--- src/rtl/apb_master_fsm.sv ---
// APB master bridge: single-beat valid/ready commands to APB SETUP/ACCESS.
// Define APB_TIMEOUT_EN to abort ACCESS after TIMEOUT wait cycles.
module apb_master_fsm #(
   parameter int AWIDTH  = 4,
   parameter int DWIDTH  = 8,
   parameter int TIMEOUT = 16
) (
   input  logic              PCLK,
   input  logic              PRESETn,
   input  logic              cmd_valid,
   output logic              cmd_ready,
   input  logic              cmd_write,
   input  logic [AWIDTH-1:0] cmd_addr,
   input  logic [DWIDTH-1:0] cmd_wdata,
   output logic              rsp_valid,
   output logic [DWIDTH-1:0] rsp_rdata,
   output logic              rsp_err,
   output logic              PSEL,
   output logic              PENABLE,
   output logic              PWRITE,
   output logic [AWIDTH-1:0] PADDR,
   output logic [DWIDTH-1:0] PWDATA,
   input  logic [DWIDTH-1:0] PRDATA,
   input  logic              PREADY,
   input  logic              PSLVERR
);

   typedef enum logic [1:0] {
      IDLE   = 2'd0,
      SETUP  = 2'd1,
      ACCESS = 2'd2
   } state_t;

   state_t            state_q, state_d;
   logic              psel_q, psel_d;
   logic              penable_q, penable_d;
   logic              pwrite_q, pwrite_d;
   logic [AWIDTH-1:0] paddr_q, paddr_d;
   logic [DWIDTH-1:0] pwdata_q, pwdata_d;
   logic              rsp_valid_q, rsp_valid_d;
   logic [DWIDTH-1:0] rsp_rdata_q, rsp_rdata_d;
   logic              rsp_err_q, rsp_err_d;

`ifdef APB_TIMEOUT_EN
   localparam int CW = $clog2(TIMEOUT + 1);
   logic [CW-1:0] wait_cnt_q, wait_cnt_d;
`else
   logic [31:0] unused_timeout;
   assign unused_timeout = 32'(TIMEOUT);
`endif

   always_comb begin
      state_d     = state_q;
      psel_d      = psel_q;
      penable_d   = penable_q;
      pwrite_d    = pwrite_q;
      paddr_d     = paddr_q;
      pwdata_d    = pwdata_q;
      rsp_valid_d = 1'b0;
      rsp_rdata_d = rsp_rdata_q;
      rsp_err_d   = rsp_err_q;
`ifdef APB_TIMEOUT_EN
      wait_cnt_d  = wait_cnt_q;
`endif
      unique case (state_q)
         IDLE: begin
            if (cmd_valid) begin
               paddr_d  = cmd_addr;
               pwrite_d = cmd_write;
               pwdata_d = cmd_write ? cmd_wdata : '0;
               psel_d   = 1'b1;
               state_d  = SETUP;
            end
         end
         SETUP: begin
            penable_d = 1'b1;
            state_d   = ACCESS;
`ifdef APB_TIMEOUT_EN
            wait_cnt_d = '0;
`endif
         end
         ACCESS: begin
            if (PREADY) begin
               psel_d      = 1'b0;
               penable_d   = 1'b0;
               rsp_valid_d = 1'b1;
               rsp_err_d   = PSLVERR;
               rsp_rdata_d = pwrite_q ? '0 : PRDATA;
               state_d     = IDLE;
            end
`ifdef APB_TIMEOUT_EN
            // This wait edge would bring the count to TIMEOUT: give up.
            else if (wait_cnt_q == CW'(TIMEOUT - 1)) begin
               psel_d      = 1'b0;
               penable_d   = 1'b0;
               rsp_valid_d = 1'b1;
               rsp_err_d   = 1'b1;
               rsp_rdata_d = '0;
               state_d     = IDLE;
            end else begin
               wait_cnt_d = wait_cnt_q + 1'b1;
            end
`endif
         end
         default: begin
            psel_d    = 1'b0;
            penable_d = 1'b0;
            state_d   = IDLE;
         end
      endcase
   end

   always_ff @(posedge PCLK or negedge PRESETn) begin
      if (!PRESETn) begin
         state_q     <= IDLE;
         psel_q      <= 1'b0;
         penable_q   <= 1'b0;
         pwrite_q    <= 1'b0;
         paddr_q     <= '0;
         pwdata_q    <= '0;
         rsp_valid_q <= 1'b0;
         rsp_rdata_q <= '0;
         rsp_err_q   <= 1'b0;
      end else begin
         state_q     <= state_d;
         psel_q      <= psel_d;
         penable_q   <= penable_d;
         pwrite_q    <= pwrite_d;
         paddr_q     <= paddr_d;
         pwdata_q    <= pwdata_d;
         rsp_valid_q <= rsp_valid_d;
         rsp_rdata_q <= rsp_rdata_d;
         rsp_err_q   <= rsp_err_d;
      end
   end

`ifdef APB_TIMEOUT_EN
   always_ff @(posedge PCLK or negedge PRESETn) begin
      if (!PRESETn) wait_cnt_q <= '0;
      else          wait_cnt_q <= wait_cnt_d;
   end
`endif

   assign cmd_ready = (state_q == IDLE);
   assign PSEL      = psel_q;
   assign PENABLE   = penable_q;
   assign PWRITE    = pwrite_q;
   assign PADDR     = paddr_q;
   assign PWDATA    = pwdata_q;
   assign rsp_valid = rsp_valid_q;
   assign rsp_rdata = rsp_rdata_q;
   assign rsp_err   = rsp_err_q;

endmodule

--- config.mk ---
export PLATFORM = sky130hd
export DESIGN_NAME = apb_master_fsm
export DESIGN_NICKNAME = d
export VERILOG_FILES = /design/src/rtl/apb_master_fsm.sv
export SDC_FILE = /design/constraint.sdc
export NUM_CORES = 1
export LEC_CHECK = 0
export CORE_ASPECT_RATIO = 1.75
export CORE_MARGIN = 2
export CORE_UTILIZATION = 31
export CTS_CLUSTER_DIAMETER = 60
export DETAILED_ROUTE_END_ITERATION = 6
export PLACE_DENSITY = 0.66
export SLEW_MARGIN = 25
export SYNTH_ARGS = -nofsm -noshare
export SYNTH_HDL_FRONTEND = slang
export SYNTH_SLANG_ARGS = --single-unit
--- constraint.sdc ---
create_clock -name PCLK -period 1.95 [get_ports PCLK]
set_clock_uncertainty 0.1 [all_clocks]
set_input_delay 0.39 -clock PCLK [delete_from_list [all_inputs] [get_ports PCLK]]
set_output_delay 0.39 -clock PCLK [all_outputs]
set_load 0.01 [all_outputs]
==> results.tsv, run 1 <==
metric	value	unit
finalSetupTns	0	ns
clkPwrFrac	12.4	%
die_area	3970	sq um
cp-end-kind	primary output	
synth_edf_count	0	
synth_top_cell_by_area	dfrtp_1	
cap_violations	0	
cp_data_arrival_time	1.37	ns
finalCriticalPeriod	1.86	ns
ios	52	
io_buffers	51	
critical_path_class	reg -> out	
synth_common_cells	dfrtp_1, nand2_1, o21ai_0	
synth_top_family_by_area	simple AND/OR/NAND/NOR gates	
die-height	81.8	microns
avgSynthCellArea	10.7	sq um
critPathRequiredTime	1.46	ns
synth_area	1070	sq um
slew_violations	0	
synth-main-ff-cell	dfrtp_1	
cts_hold_buf	0	
synth_area_leaders	dfrtp_1, nand2_1, o21ai_0	
power	0.00242	W
first_iter_violations	11	
postPlaceCellArea	1650	sq um
synth_cell_type_count	16	
hold_viol	0	
worst_pin_slew	0.336	ns
yosys.area_share.simple	16.0	%
area_growth	57.8	%
start_kind	flop	
htreeDepth	1	
dp_cells	196	
overflow	0	
antenna_found_initial	0	
fin_util	50.4	%
seq_power_share	40.3	%
clk_path_buf_depth	2	
fmax	539	MHz
drt-wirelength-per-cell	12.0	microns
coreArea	3360	sq um
design_area	1690	sq um
grt_pass1_wl	3960	microns
fin_crit_sh	95.2	%
clkSinkCount	27	
clk_latency	0.26	ns
antenna_cells	0	
hpwl	1930	microns
final_nets	182	
cts_inserted_buffers	3	
outcome	finished clean	
grt_usage	12.8	%
power.internal	0.00165	W
synth-seq-cells	27	
yosysWarnings	0	
post_cts_resized	0	
synth_compound_gate_area_share	10.0	%
vias_per_cell	4.40	
ir_worst_vdd	0.626	mV
drt-pass1-iter-count	4	
p_per_area	1430	nW/um^2
clk_pin_slew_worst_paths	0.08	ns
crit_fanout	7	
synthesis.nets	126	
vias	880	
fp.dieW	48.5	microns
place_congestion	0.662	
grt_setup_unrepaired	no	
grt_max_degree	28	
p_leak	0.744	nW
hold_class	in -> async	
rows	28	
sw_frac_of_total	31.6	%
power.switching	0.000765	W
async_flop_share	100	%
synth_mux_area_share	7.34	%
synth_top_area_share	62.9	%
initial_core_util	31.9	%
pwr-share-comb	47.3	%
fin_cells	200	
setup_viol	0	
layout-drive-gt1-share	9.03	%
yosysSeqAreaShare	62.9	%
synth.most_common_cell	dfrtp_1	
cts_tree	yes	
ant_nets	0	
synthAdderAreaFrac	0	%
post_cts_buffers	0	
drt_wl_total	2400	microns
slew-limit-headroom	77.6	%
drc	0	
root_buffer	clkbuf_8	
grt_pass1_vias	866	
synth_cells	100	
synth_xor_area_share	0	%
[layer usage]
metal  part of all wire, %  global-route usage, %
met1                    40                   14.4
met2                    54                   23.3
met3                   5.0                   2.91
met4                   1.5                   5.14
met5                     0                      0
[layout by cell type, fill, tap and decap left out, drive strengths merged]
| master | netlist | final |
|---|---|---|
| a21oi | 1 | 1 |
| buf | 4 | 5 |
| clkbuf | 1 | 4 |
| clkdlybuf4s50 | 0 | 51 |
| dfrtp | 27 | 27 |
| inv | 3 | 3 |
| mux2 | 6 | 6 |
| nand2 | 26 | 26 |
| nand2b | 8 | 8 |
| nand3b | 1 | 1 |
| nor2 | 2 | 2 |
| o21a | 1 | 1 |
| o21ai | 19 | 19 |
| or3b | 1 | 1 |
[power by group through the flow]
stage | Clock, W | Combinational [W] | Sequential (W)
2_1_floorplan | 0 | 0.000365 | 0.00109
3_3_place_gp | 0 | 0.00113 | 0.000976
3_5_place_dp | 0 | 0.00117 | 0.000986
4_1_cts | 0.000313 | 0.00117 | 0.000981
5_1_grt | 0.000341 | 0.00123 | 0.00102
6_report | 0.000301 | 0.00114 | 0.000975
[cells by family (layout without fill, tap and decap cells)]
family / after synthesis / in the layout
simple gates: 38 / 38
flops: 27 / 27
compound gates: 21 / 21
buf+inv: 8 / 63
mux: 6 / 6
[registers in the layout, summed over array words and instances, names as in the netlist]
register   count
rsp_err        1
rsp_valid      1
PSEL           1
state_q        2
PENABLE        1
PADDR          4
PWRITE         1
rsp_rdata      8
PWDATA         8
[path summary, 6_finish.rpt]
| kind | from | to | slack (ns) | cells past startpoint |
|---|---|---|---|---|
| worst max-delay path | state_q[1] | cmd_ready | 0.09 | 2 |
| worst min register to register | rsp_rdata[5] | rsp_rdata[5] | 0.39 | 2 |
| worst min-delay path | PRESETn | PADDR[2] | 0.39 | 2 |
| worst max register to register | state_q[1] | PADDR[3] | 0.39 | 3 |
| max in group asynchronous | PRESETn | rsp_rdata[5] | 1.11 | 2 |
| min in group PCLK | rsp_rdata[5] | rsp_rdata[5] | 0.39 | 2 |
[worst max-delay path, cell delays in order, from the launching register on]
cell and delay (ns):
dfrtp_1 0.44, nor2_1 0.12, clkdlybuf4s50_1 0.54
[stage by stage]
stage               hold WS [ns]  setup slack (ns)
global route               0.409            0.0345
finish                     0.386            0.0935
CTS                        0.393            0.0802
floorplan               -0.00559             0.412
global placement           0.362          -0.00554
detailed placement         0.379           -0.0143
[cell type report]
class,count,area (sq um)
clock buffer,4,45.0
inverter,3,11.3
fill,330,1670
timing repair buffer,56,548
sequential,27,676
multi-input combinational,65,358
tap,45,56.3
(Power assumes the default switching activity.)
==> run 2: changes to the inputs <==
--- a/config.mk
+++ b/config.mk
@@ -10,6 +10,7 @@
 export CORE_UTILIZATION = 31
 export CTS_CLUSTER_DIAMETER = 60
 export DETAILED_ROUTE_END_ITERATION = 6
+export HOLD_SLACK_MARGIN = 0.05
 export PLACE_DENSITY = 0.66
 export SLEW_MARGIN = 25
 export SYNTH_ARGS = -nofsm -noshare
==> results of run 2 <==
Final layout, timing and power as in run 1 (identical DEF).
